## config.mk

```make
export PLATFORM = sky130hd
export DESIGN_NAME = bill_payment_engine
export DESIGN_NICKNAME = d
export VERILOG_FILES = /design/src/rtl/bill_pay_pkg.sv /design/src/rtl/rr_arbiter.sv /design/src/rtl/bill_payment_engine.sv
export SDC_FILE = /design/constraint.sdc
export NUM_CORES = 1
export LEC_CHECK = 0
export CAP_MARGIN = 20
export CORE_AREA = 2 2 191 193
export DETAILED_ROUTE_END_ITERATION = 16
export DIE_AREA = 0 0 193 195
export GPL_TIMING_DRIVEN = 1
export PLACE_DENSITY = 0.74
export SKIP_LAST_GASP = 1
export SLEW_MARGIN = 20
export SYNTH_ARGS = -nofsm -noshare
export SYNTH_HDL_FRONTEND = slang
export SYNTH_HIERARCHICAL = 1
export SYNTH_SLANG_ARGS = --single-unit
```

## constraint.sdc

```tcl
create_clock -name clk -period 8 [get_ports clk]
set_input_delay 1.2 -clock clk [delete_from_list [all_inputs] [get_ports clk]]
set_output_delay 1.2 -clock clk [all_outputs]
set_load 0.1 [all_outputs]
```

## src/rtl/bill_pay_pkg.sv

```systemverilog
// Shared types and helpers for the multi-channel bill payment engine.
// States, result codes and a width-generic saturating adder.
package bill_pay_pkg;

  typedef enum logic [1:0] {
    IDLE  = 2'd0,
    OPEN  = 2'd1,
    CLOSE = 2'd2
  } state_t;

  localparam logic [1:0] RC_OK       = 2'd0;
  localparam logic [1:0] RC_BAD_NUM  = 2'd1;
  localparam logic [1:0] RC_BAD_MICR = 2'd2;
  localparam logic [1:0] RC_OVER     = 2'd3;

  // Result clamps at 2^w-1; callers narrow it back to w bits.
  function automatic logic [63:0] sat_add(
    input logic [63:0] a,
    input logic [63:0] b,
    input int unsigned w
  );
    logic [64:0] s;
    logic [63:0] m;
    m = {64{1'b1}} >> (64 - w);
    s = {1'b0, a} + {1'b0, b};
    return (s > {1'b0, m}) ? m : s[63:0];
  endfunction

endpackage

```

## src/rtl/rr_arbiter.sv

```systemverilog
// Round-robin arbiter: one-hot grant searching upward from a pointer.
// The pointer moves past the winner only when the grant is taken.
module rr_arbiter #(
  parameter int N = 3,
  localparam int IW = (N > 1) ? $clog2(N) : 1
) (
  input  logic          clk,
  input  logic          reset,
  input  logic [N-1:0]  req,
  input  logic          advance,
  output logic [N-1:0]  grant,
  output logic [IW-1:0] winner
);

  logic [IW-1:0] ptr_q;
  logic          found;

  always_comb begin
    grant  = '0;
    winner = '0;
    found  = 1'b0;
    for (int k = 0; k < N; k++) begin
      int j;
      j = (int'(ptr_q) + k) % N;
      if (!found && req[j]) begin
        found    = 1'b1;
        grant[j] = 1'b1;
        winner   = IW'(j);
      end
    end
  end

  always_ff @(posedge clk) begin
    if (reset) begin
      ptr_q <= '0;
    end else if (advance) begin
      ptr_q <= (winner == IW'(N - 1)) ? '0 : winner + IW'(1);
    end
  end

endmodule

```

## src/rtl/bill_payment_engine.sv

```systemverilog
// Billing-cycle engine: arbitrates payment channels, validates each winner
// and accumulates accepted amounts, issuing a statement when the cycle closes.
module bill_payment_engine
  import bill_pay_pkg::*;
#(
  parameter int             NCH           = 3,
  parameter int             AMT_W         = 32,
  parameter int             NUM_W         = 32,
  parameter int             MICR_W        = 16,
  parameter logic [NCH-1:0] MICR_MASK     = 3'b010,
  parameter bit             ALLOW_OVERPAY = 1'b1,
  localparam int            IW = (NCH > 1) ? $clog2(NCH) : 1
) (
  input  logic                    clk,
  input  logic                    reset,
  input  logic                    bill_load,
  input  logic [AMT_W-1:0]        cur_bill,
  input  logic [AMT_W-1:0]        prev_balance,
  input  logic                    close_cycle,
  input  logic [NCH*NUM_W-1:0]    ref_number,
  input  logic [MICR_W-1:0]       ref_micr,
  input  logic [NCH-1:0]          pay_valid,
  output logic [NCH-1:0]          pay_ready,
  input  logic [NCH*NUM_W-1:0]    pay_number,
  input  logic [NCH*MICR_W-1:0]   pay_micr,
  input  logic [NCH*AMT_W-1:0]    pay_amount,
  output logic                    res_valid,
  output logic [IW-1:0]           res_ch,
  output logic [1:0]              res_code,
  output logic                    stmt_valid,
  output logic [AMT_W-1:0]        next_balance,
  output logic [AMT_W-1:0]        credit,
  output logic                    busy
);

  state_t           state_q, state_d;
  logic [AMT_W-1:0] owed_q, paid_q;
  logic [NCH-1:0]   grant;
  logic [IW-1:0]    win;
  logic             hs;
  logic [1:0]       code;

  logic [NUM_W-1:0]  num, rnum;
  logic [MICR_W-1:0] micr;
  logic [AMT_W-1:0]  amt;
  logic [AMT_W:0]    trial;

  // A close request wins over any payment offered in the same cycle.
  assign pay_ready = grant & {NCH{(state_q == OPEN) & ~close_cycle}};
  assign hs        = |(pay_valid & pay_ready);
  assign busy      = (state_q != IDLE);

  rr_arbiter #(.N(NCH)) u_arb (
    .clk     (clk),
    .reset   (reset),
    .req     (pay_valid),
    .advance (hs),
    .grant   (grant),
    .winner  (win)
  );

  assign num   = pay_number[win*NUM_W +: NUM_W];
  assign rnum  = ref_number[win*NUM_W +: NUM_W];
  assign micr  = pay_micr[win*MICR_W +: MICR_W];
  assign amt   = pay_amount[win*AMT_W +: AMT_W];
  assign trial = {1'b0, paid_q} + {1'b0, amt};

  always_comb begin
    code = RC_OK;
    if (num != rnum)
      code = RC_BAD_NUM;
    else if (MICR_MASK[win] && (micr != ref_micr))
      code = RC_BAD_MICR;
    else if ((amt == '0) || (!ALLOW_OVERPAY && (trial > {1'b0, owed_q})))
      code = RC_OVER;
  end

  always_comb begin
    state_d = state_q;
    unique case (state_q)
      IDLE:    if (bill_load) state_d = OPEN;
      OPEN:    if (close_cycle) state_d = CLOSE;
      CLOSE:   state_d = IDLE;
      default: state_d = IDLE;
    endcase
  end

  always_ff @(posedge clk) begin
    if (reset) begin
      state_q      <= IDLE;
      owed_q       <= '0;
      paid_q       <= '0;
      res_valid    <= 1'b0;
      res_ch       <= '0;
      res_code     <= '0;
      stmt_valid   <= 1'b0;
      next_balance <= '0;
      credit       <= '0;
    end else begin
      state_q    <= state_d;
      res_valid  <= hs;
      stmt_valid <= (state_q == CLOSE);
      if (hs) begin
        res_ch   <= win;
        res_code <= code;
      end
      if ((state_q == IDLE) && bill_load) begin
        owed_q <= AMT_W'(sat_add(64'(prev_balance), 64'(cur_bill), AMT_W));
        paid_q <= '0;
      end else if (hs && (code == RC_OK)) begin
        paid_q <= AMT_W'(sat_add(64'(paid_q), 64'(amt), AMT_W));
      end
      if (state_q == CLOSE) begin
        next_balance <= (owed_q > paid_q) ? owed_q - paid_q : '0;
        credit       <= (paid_q > owed_q) ? paid_q - owed_q : '0;
      end
    end
  end

endmodule

```

==> results.md, run 1 <==
- Status: complete, no violations
- First-pass GRT wire length: 97000 um
- Die Span X: 193 um
- Post-CTS Resized: 0
- Post-Route WL: 67700 um
- Top post-synthesis cells by area: dfxtp_1, ha_1, xnor2_1
- Max transition margin: 0.294
- Avg Cell Area, Syn: 7.73 um^2
- Final worst-path cycle share: 0.849
- Post-DRT Antenna Nets: 0
- Layout cells sized above 1: 0.0389
- Post-synthesis sequential area ratio: 0.195
- Hold path depth: 2
- Via density: 5.81
- Crit path launch type: input pin
- Ys flop type: dfxtp_1
- Final hold vios: 0
- Final global-route overflow total: 0
- Commonest non-fill, non-tap cell in the layout: clkdlybuf4s50_1
- GRT Total Usage: 0.348
- Setup TNS Final: 0 ns
- CTS buffer count: 17
- CTS sink count: 138
- Mapped Nets: 2395
- IR drop worst, VDD: 0.137 mV
- Final WS setup: 1.21 ns
- Worst-Margin Slew: 1.06 ns
- Port bufs: 496
- Worst-Skew Late Latency: 0.44 ns
- # DRC: 0
- Clk_skew: 0.0122 ns
- Multi-input gate area: 10700 um^2
- Placed insts: 2719
- Number of flops mapped to enable cells by yosys: 0
- Hold_buf cts: 0
- Dpl hpwl: 57900 um
- Final setup viols: 0
- Min-Delay Path Class: reg2reg
- Clock Tree Buf Depth: 2
- Reg2Reg Depth: 18
- CP endpoint kind: register
- H-tree Lvls: 4
- Post-synth top area share: 0.195
- CTS root buffer: clkbuf_16
- Layout Nets: 2836
- Total setup buffers inserted after CTS: 0
- Routed len/inst: 24.2 um
- Count of final max-slew check failures: 0
- Unrepaired setup endpoints after global routing: no
- Hold_sp: next_balance[0]
- CTS tree: done
- Syn. warnings: 6
- Row Count: 69
- Number of DRC markers after the initial detailed-route iteration: 1563
- Critical Path RT: 8.32 ns
- Library cells used by synthesis: 85
- Layout filler cell count: 3326
- Max_cap viols: 0
- Syn Inst Count: 1836
- Largest net degree at the start of global routing: 61
- Routability cong.: 1.05
- Async S/R FF share, synth: 0
- Leakage: 8.04 nW
- Max FO, Critical Path: 24
- Cell area after synthesis: 14200 um^2
- Finished Layout Cells: 2792
- Initial antenna violation count: 56
- Reg area: 2760 um^2
- Register bit count reported by yosys: 138
- WS Path Type: in2reg
- Tmin final: 6.79 ns
- R2r setup slk: 1.71 ns
- Ports: 497
- Vias post-DR: 16200
- Achievable Freq: 147 MHz
- Area growth syn-to-layout: 42.2%
- P per Cell Area: 136 nW/um^2
- Clk pin slew, worst setup/hold paths: 0.06 ns
- Core Area: 35400 um^2
- CP arrival: 7.11 ns
- Worst hold endpoint: next_balance[0]
- R2r endpoint: paid_q[21]
- DIE AREA: 37600 um^2
- DP Worst Slack: 0.917 ns
- Drt first pass iters: 5
- Number of global-route vias before repair: 15500
- Most frequent cells in the layout: clkdlybuf4s50_1, xnor2_1, nor2_1
- Worst r2r src: u_arb/ptr_q[0]
- Post-synth top area cell: dfxtp_1
- Die Y: 195 um
- Initial Utilization: 0.401
## worst max path at each step
stage	startpoint	end	slack (ns)	cells past startpoint
after global placement	pay_valid[1]	paid_q[22]	1.09	18
after floorplan	pay_valid[1]	paid_q[12]	2.59	19
final	pay_valid[1]	paid_q[21]	1.21	18
after detailed placement	pay_valid[1]	paid_q[12]	0.92	18
after global routing	pay_valid[1]	paid_q[18]	0.85	18
after CTS	pay_valid[1]	paid_q[22]	1.34	18
## cell families after synthesis
group | Yosys count | synth area share
AO/OA/AOI/OAI | 628 | 0.295
XOR/XNOR | 206 | 0.127
adder cells (fa/ha/maj) | 136 | 0.122
buffers and inverters | 196 | 0.0554
flip-flops | 138 | 0.195
multiplexers | 58 | 0.0413
AND/OR/NAND/NOR | 474 | 0.165
## registers in the layout, summed over array words and instances, names as in the netlist
name / count
credit: 32
next_balance: 32
owed_q: 32
paid_q: 32
res_ch: 2
res_code: 2
state_q: 2
u_arb/ptr_q: 2
res_valid: 1
stmt_valid: 1
## final cells by class
type                    count  area share
clock buffers              19      0.0214
inverters                 108      0.0201
clock inverters            13     0.00837
repair buffers            510       0.251
flip-flops and latches    138       0.137
diodes                     41     0.00508
well taps                 461      0.0286
multi-input cells        1502       0.529
## through the flow
stage                util  cell area, um^2  total power [mW]  hold WS, ns
finish              0.570            20200              2.75        0.454
global route        0.570            20200              2.88        0.493
CTS                 0.567            20100              2.73        0.456
detailed placement  0.550            19500              1.91        0.447
global placement    0.550            19500              1.90        0.447
floorplan               -            14200              1.45        0.437
## per-layer routing
| metal | vias to the layer above | GRT usage | wire length (um) |
|---|---|---|---|
| met3 | 210 | 0.0573 | 4120 |
| met5 | - | 0 | 22 |
| met4 | 4 | 0.245 | 5220 |
| met2 | 787 | 0.575 | 32300 |
| li1 | 7593 | - | - |
| met1 | 7616 | 0.407 | 26000 |
## synthesized netlist by cell type, types with 5 or more instances
cell and n:
xnor2_1 156, nor2_1 154, o21ai_0 148, dfxtp_1 138, ha_1 132, a21oi_1 131, inv_1 108, nand2_1 105
a21o_1 77, clkbuf_1 68, mux2i_1 53, xor2_1 50, nand4_1 47, a211oi_1 41, a22oi_1 41, o21bai_1 26
nand3_1 23, nor2b_1 22, a21oi_2 20, nand2b_1 20, and2_1 18, nor4_1 17, o21a_1 17, a22o_1 16
or3_1 16, a31oi_1 14, a221oi_1 12, and3_1 12, o2bb2ai_1 12, nor3_1 11, buf_2 10, o31ai_1 8
o22ai_1 6, a221o_1 5, a311oi_1 5, nor3b_1 5
## critical path, stage by stage
cell and delay (ns):
clkdlybuf4s50_1 0.51, nor2b_1 0.21, a221o_1 0.41, o22a_2 0.50, nor2b_2 0.73, buf_4 0.34
nand2_1 0.07, o21ai_0 0.17, ha_1 0.38, o2111ai_1 0.11, a31oi_1 0.09, nor2_1 0.24
o21ai_0 0.25, a2111oi_1 0.65, o31ai_1 0.23, a21boi_4 0.58, buf_4 0.35, a21oi_2 0.08
## power breakdown
part | internal [mW] | switching, mW
sequential | 0.711 | 0.0287
combinational | 0.533 | 0.650
clock | 0.494 | 0.336
Note: power is estimated with default switching activity, not from simulation.
==> run 2: changes to the inputs <==
--- a/config.mk
+++ b/config.mk
@@ -6,11 +6,11 @@
 export NUM_CORES = 1
 export LEC_CHECK = 0
 export CAP_MARGIN = 20
-export CORE_AREA = 2 2 191 193
+export CORE_AREA = 2 2 193 195
 export DETAILED_ROUTE_END_ITERATION = 16
-export DIE_AREA = 0 0 193 195
+export DIE_AREA = 0 0 195 197
 export GPL_TIMING_DRIVEN = 1
-export PLACE_DENSITY = 0.74
+export PLACE_DENSITY = 0.73
 export SKIP_LAST_GASP = 1
 export SLEW_MARGIN = 20
 export SYNTH_ARGS = -nofsm -noshare
==> constraint.sdc (replaced) <==
create_clock -name clk -period 6.6 [get_ports clk]
set_input_delay 0.99 -clock clk [delete_from_list [all_inputs] [get_ports clk]]
set_output_delay 0.99 -clock clk [all_outputs]
set_load 0.1 [all_outputs]
==> run 2 against run 1 <==
  * Sequential cell count unchanged
  * Register-to-register slack worse by 0.75 ns
  * Largest cell class unchanged
  * Total power up 21%
  * Utilization down 1.5 points
  * Critical path type unchanged
  * Global-route usage down 0.67 points
  * Final cell count down 0.72%
  * Sequential share of layout area about the same
  * Clock power up 20%
  * Worst setup slack worse by 0.56 ns
==> results.md, run 2 (synthesis gave the netlist of run 1 again) <==
- Largest net degree at the start of global routing: 61 (unchanged)
- Final setup viols: 0 (unchanged)
- Commonest non-fill, non-tap cell in the layout: clkdlybuf4s50_1 (unchanged)
- Worst-Skew Late Latency: 0.44 ns (about the same)
- Routed len/inst: 24.6 um (was 24.2 um)
- Post-Route WL: 68100 um (was 67700 um)
- Hold_sp: credit[0] (was next_balance[0])
- Achievable Freq: 168 MHz
- Port bufs: 496 (unchanged)
- Hold_buf cts: 0 (unchanged)
- CP max stage cell: a2111oi_1 (was nor2b_2)
- CTS tree: done (unchanged)
- Min-Delay Path Class: reg2reg (unchanged)
- Finished Layout Cells: 2772 (was 2792)
- Final worst-path cycle share: 0.902
- CP arrival: 6.26 ns (was 7.11 ns)
- CTS sink count: 138 (unchanged)
- Core Area: 36300 um^2 (was 35400 um^2)
- Vias post-DR: 15900 (was 16200)
- # DRC: 0 (unchanged)
- H-tree Lvls: 4 (unchanged)
- Status: complete, no violations (unchanged)
- Worst r2r src: u_arb/ptr_q[0] (unchanged)
- Most frequent cells in the layout: clkdlybuf4s50_1, xnor2_1, nor2_1 (unchanged)
- GRT Total Usage: 0.341 (was 0.348)
- Setup TNS Final: 0 ns (unchanged)
- DIE AREA: 38400 um^2 (was 37600 um^2)
- Dpl hpwl: 58800 um (was 57900 um)
- Clock Tree Buf Depth: 2 (unchanged)
- Final instance area: 20200 um^2 (about the same)
- DP Worst Slack: 0.330 ns (was 0.917 ns)
- Worst-Margin Slew: 1.01 ns (was 1.06 ns)
- Placed instance area: 19500 um^2 (about the same)
- Initial antenna violation count: 23 (was 56)
- Hold path depth: 2 (unchanged)
- Initial Utilization: 0.391 (was 0.401)
- Crit path launch type: input pin (unchanged)
- Post-CTS Resized: 0 (unchanged)
- Unrepaired setup endpoints after global routing: no (unchanged)
- Layout Nets: 2837 (was 2836)
- Number of global-route vias before repair: 15100 (was 15500)
- First-pass GRT wire length: 97800 um (was 97000 um)
- Count of final max-slew check failures: 0 (unchanged)
- R2r endpoint: paid_q[19] (was paid_q[21])
- CP endpoint kind: register (unchanged)
- Final global-route overflow total: 0 (unchanged)
- Clk_skew: 0.0126 ns (was 0.0122 ns)
- Routability cong.: 0.978 (was 1.05)
- Max_cap viols: 0 (unchanged)
- Worst hold endpoint: credit[0] (was next_balance[0])
- Via density: 5.73 (was 5.81)
- P per Cell Area: 166 nW/um^2 (was 136 nW/um^2)
- Area growth syn-to-layout: 42.0% (was 42.2%)
- Clk pin slew, worst setup/hold paths: 0.07 ns (was 0.06 ns)
- Worst path cell trace: clkdlybuf4s50_1 > nor2b_1 > a221o_1 > o22a_2 > nor2b_2 > buf_4 > nand2_1 > o21ai_0 > ha_1 > o21a_1 > o2111ai_1 > a31oi_1 > nor2_1 > o21ai_0 > a2111oi_1 > o31ai_1 > a21boi_4 > buf_12 > a31oi_1 (was clkdlybuf4s50_1 > nor2b_1 > a221o_1 > o22a_2 > nor2b_2 > buf_4 > nand2_1 > o21ai_0 > ha_1 > o2111ai_1 > a31oi_1 > nor2_1 > o21ai_0 > a2111oi_1 > o31ai_1 > a21boi_4 > buf_4 > a21oi_2)
- CP max stage delay: 0.78 ns (was 0.73 ns)
- Layout cells sized above 1: 0.0402 (was 0.0389)
- Max FO, Critical Path: 30 (was 24)
- Post-Route Utilization: 0.556 (was 0.570)
- Max transition margin: 0.328 (was 0.294)
- Final hold vios: 0 (unchanged)
- IR drop worst, VDD: 0.179 mV (was 0.137 mV)
- Row Count: 70 (was 69)
- Die Y: 197 um (was 195 um)
- R2r setup slk: 0.96 ns (was 1.71 ns)
- Tmin final: 5.95 ns
- Post-DRT Antenna Nets: 0 (unchanged)
- Critical Path RT: 6.91 ns (was 8.32 ns)
- Ports: 497 (unchanged)
- Final WS setup: 0.647 ns (was 1.21 ns)
- Total setup buffers inserted after CTS: 0 (unchanged)
- CTS buffer count: 17 (unchanged)
- Leakage: 8.05 nW (was 8.04 nW)
- CTS root buffer: clkbuf_16 (unchanged)
- WS Path Type: in2reg (unchanged)
- Number of DRC markers after the initial detailed-route iteration: 1373 (was 1563)
- Drt first pass iters: 5 (unchanged)
- Reg2Reg Depth: 20 (was 18)
- Die Span X: 195 um (was 193 um)
- Placed insts: 2727 (was 2719)
## run 2: cell types whose count changed in the layout (fill, tap and decap cells not counted)
cell       before  now
buf_12          0    2
buf_4          14   13
bufinv_16       3    1
clkbuf_1        2    0
clkinv_2        2    0
clkinv_4        4    1
clkinv_8        0    1
diode_2        41   13
inv_6           3    6
inv_8           0    5
## run 2: final cells by class
| cell class | count | area (um^2) |
|---|---|---|
| fill | 3410 | 16100 |
| multi-input combinational | 1502 | 10700 |
| timing repair buffer | 511 | 5100 |
| sequential | 138 | 2760 |
| tap | 468 | 586 |
| clock buffer | 17 | 425 |
| inverter | 108 | 405 |
| clock inverter | 15 | 171 |
| antenna | 13 | 32.5 |
## run 2: report_power, final
| group | leakage [nW] | switching [mW] | internal (mW) |
|---|---|---|---|
| clock | 0.292 | 0.450 | 0.542 |
| combinational | 6.63 | 0.806 | 0.647 |
| sequential | 1.12 | 0.0352 | 0.862 |
## run 2: worst max-delay path by stage
stage	from	endpoint	slack, ns	cells after the start
after floorplan	pay_valid[1]	paid_q[12]	1.40	19
after global placement	pay_valid[1]	paid_q[19]	0.50	19
after detailed placement	pay_valid[1]	paid_q[19]	0.33	19
after CTS	pay_valid[1]	paid_q[26]	0.75	19
after global routing	pay_valid[1]	paid_q[19]	0.33	19
final	pay_valid[1]	paid_q[19]	0.65	19
## run 2: metrics by stage
step           hold WS, ns  total power [mW]
2_1_floorplan        0.437              1.75
3_3_place_gp         0.443              2.33
3_5_place_dp         0.447              2.34
4_1_cts              0.455              3.33
5_1_grt              0.470              3.50
6_report             0.450              3.34
## run 2: layer usage
| metal | track usage | up-vias | routed length (um) |
|---|---|---|---|
| met2 | 0.607 | 650 | 34200 |
| met4 | 0.205 | 4 | 4380 |
| met1 | 0.393 | 7536 | 26300 |
| li1 | - | 7564 | - |
| met5 | 0 | - | 27 |
| met3 | 0.0407 | 142 | 3170 |
## run 2: worst max-delay path, delay by kind of cell
family / cells / cell delay [ns]
buf+inv: 3 / 1.00
simple gates: 4 / 1.07
compound gates: 11 / 2.85
fa+ha+maj: 1 / 0.34
==> RTL change, RTL diff (flow settings as in run 2) <==
The 3 states of `state_t` get a one-hot encoding in 3 bits.
--- a/src/rtl/bill_pay_pkg.sv
+++ b/src/rtl/bill_pay_pkg.sv
@@ -3,8 +3,8 @@
 package bill_pay_pkg;
 
-  typedef enum logic [1:0] {
-    IDLE  = 2'd0,
-    OPEN  = 2'd1,
-    CLOSE = 2'd2
+  typedef enum logic [2:0] {
+    IDLE  = 3'b001,
+    OPEN  = 3'b010,
+    CLOSE = 3'b100
   } state_t;
 
Behaviour: same outputs for any inputs over 4 cycles, from zero or initial values and one cycle with reset high; so few cycles prove little.
==> RTL change against run 2 <==
  * The flow now finishes with violations (DRC)
  * Critical path depth unchanged
  * Hold slack better by 0.022 ns
  * Global-route usage shrank 2.8 points
  * Sequential cell count rose by 1
  * Cell area is 1.8% lower
  * Area after synthesis decreased by 2.1%
  * Clock power increased by 5%
  * Fmax rose by 1.2%
  * First-iteration DRC count is 6.5% lower
  * Worst setup slack better by 0.073 ns
  * Synthesized cell count down 4.0%
  * Wire length shrank 9.4%
  * Total power down 3.6%
  * Critical endpoint is now paid_q[30]
  * Highest routed layer is now met4
==> RTL change: results (changes against run 2) <==
{
  "status": "complete, but fails checks",
  "violated_checks": "DRC",
  "netlist_top_cells_area": "sky130_fd_sc_hd__dfxtp_1 (20%), sky130_fd_sc_hd__ha_1 (12%), sky130_fd_sc_hd__xnor2_1 (7.7%), sky130_fd_sc_hd__xor2_1 (5.9%), sky130_fd_sc_hd__a21oi_1 (5.1%)",
  "worst-slew-pin-transition": {"value": 1.09, "unit": "ns", "change": "+0.0853 ns"},
  "route.final.wire_length": {"value": 61700, "unit": "microns", "change": "-9.4%"},
  "dp_hpwl": {"value": 53500, "unit": "microns", "change": "-9.0%"},
  "filler_cell_count_in_the_final_layout": {"value": 3358, "change": "-1.5%"},
  "max-vdd-ir-drop": {"value": 179, "unit": "uV", "change": "-0.25%"},
  "grt_pass1_vias": {"value": 14745, "change": "-2.6%"},
  "replace_congestion": {"value": 0.977, "change": "-0.17%"},
  "synth.net_count": {"value": 2321, "change": "-3.1%"},
  "synth_warnings": {"value": 6, "change": "unchanged"},
  "grtUsageTotal": {"value": 0.313, "change": "-0.0279"},
  "antenna_found_initial": {"value": 12, "change": "-48%"},
  "p_leak": {"value": 7.79, "unit": "nW", "change": "-3.2%"},
  "detail_route.wl_per_cell": {"value": 22.9, "unit": "microns", "change": "-6.6%"},
  "post_drt_via_cell_ratio": {"value": 5.67, "change": "-1.2%"},
  "cts-buffers-inserted": {"value": 17, "change": "unchanged"},
  "drcViolationCount": {"value": 2, "change": "+2"},
  "synth_commonest_cells": "sky130_fd_sc_hd__a21oi_1 (141), sky130_fd_sc_hd__dfxtp_1 (139), sky130_fd_sc_hd__nor2_1 (139)",
  "number_of_distinct_library_cells_after_synthesis": {"value": 90, "change": "+5.9%"},
  "globalRouteMet2Util": {"value": 0.519, "change": "-0.0878"},
  "firstDrtPassIters": {"value": 11, "change": "+6"},
  "port-buffer-count": {"value": 495, "change": "-0.20%"},
  "grt_use_met3": {"value": 0.0351, "change": "-0.00565"},
  "post_synth.cell_area_avg": {"value": 7.89, "unit": "sq um", "change": "+2.1%"},
  "grt_start_max_net_pins": {"value": 59, "change": "-3.3%"},
  "placed_cells": {"value": 2650, "change": "-2.8%"},
  "grtUsageMet1": {"value": 0.431, "change": "+0.0381"},
  "crit_path_max_incr_delay": {"value": 0.59, "unit": "ns", "change": "-0.19 ns"},
  "drt_iter0_drc": {"value": 1284, "change": "-6.5%"},
  "yosysSeqAreaShare": {"value": 0.200, "change": "+0.00552"},
  "cp_top_family": "compound AO/OA/AOI/OAI gates",
  "final.setup_skew": {"value": 0.0181, "unit": "ns", "change": "+0.00548 ns"},
  "grt_first_pass_wirelength": {"value": 91000, "unit": "microns", "change": "-7.0%"},
  "design.final.nets": {"value": 2760, "change": "-2.7%"},
  "drive_above_1_share": {"value": 0.0411, "change": "+0.000945"},
  "dpl_worst_slack": {"value": 0.318, "unit": "ns", "change": "-0.0119 ns"},
  "worst-endpoint-arrival": {"value": 6.19, "unit": "ns", "change": "-0.07 ns"},
  "cp_slowest_cell": "sky130_fd_sc_hd__clkdlybuf4s50_1",
  "critical_path.max_fanout": {"value": 38, "change": "+27%"}
}
-- RTL change: cell types whose count changed in the layout (fill, tap and decap cells not counted), moves of 12 or more --
cell / run 2 / this run
sky130_fd_sc_hd__nor3_1: 11 / 23
sky130_fd_sc_hd__nand2_1: 105 / 119
sky130_fd_sc_hd__nand4_1: 47 / 34
sky130_fd_sc_hd__nor2_1: 153 / 139
sky130_fd_sc_hd__a221oi_1: 12 / 40
sky130_fd_sc_hd__a311oi_1: 5 / 19
sky130_fd_sc_hd__a21oi_2: 20 / 2
sky130_fd_sc_hd__xor2_1: 50 / 94
sky130_fd_sc_hd__o21ai_0: 148 / 117
sky130_fd_sc_hd__a21o_1: 77 / 61
sky130_fd_sc_hd__xnor2_1: 156 / 123
sky130_fd_sc_hd__a211oi_1: 41 / 12
-- RTL change: final timing paths --
kind                      end  cells past startpoint             start  slack (ns)
min          next_balance[25]                      2  next_balance[25]        0.47
max                paid_q[30]                     19      pay_valid[1]        0.72
min reg2reg  next_balance[25]                      2  next_balance[25]        0.47
max reg2reg        paid_q[30]                     20    u_arb/ptr_q[0]        1.00
-- RTL change: stage by stage --
stage | cell area [sq um] | total power, mW | utilization
final | 19800 | 3.22 | 0.546
after global routing | 19800 | 3.37 | 0.546
after CTS | 19800 | 3.21 | 0.545
after detailed placement | 19100 | 2.18 | 0.528
after global placement | 19100 | 2.17 | 0.528
after floorplan | 13900 | 1.66 | -
-- RTL change: metal layers --
| layer | wire (microns) | vias to the layer above |
|---|---|---|
| li1 | - | 7298 |
| met1 | 28500 | 7298 |
| met2 | 28000 | 588 |
| met3 | 3590 | 61 |
| met4 | 1640 | 0 |
| met5 | 0 | - |
-- RTL change: area by class of cell --
type,count,share of cell area
antenna,8,0.00101
clock buffer,17,0.0215
clock inverter,15,0.0102
inverter,114,0.0216
multi-input combinational,1420,0.520
sequential,139,0.141
tap,468,0.0296
timing repair buffer,509,0.255
-- RTL change: cell families (layout without fill, tap and decap cells) --
logic type / after synthesis / after routing / synth area share
and+or+nand+nor: 433 / 433 / 0.149
DFF: 139 / 139 / 0.200
muxes: 56 / 56 / 0.0409
buffers and inverters: 203 / 655 / 0.0617
xor gates and xnor gates: 217 / 217 / 0.137
adders and majority gates: 136 / 136 / 0.125
AOI/OAI and AO/OA: 578 / 578 / 0.287
other: 0 / 8 / 0
-- RTL change: where the power goes --
group	switching (mW)	total, mW	internal [mW]
clock	0.426	1.04	0.611
combinational	0.703	1.31	0.606
sequential	0.0140	0.877	0.862
total	1.14	3.22	2.08
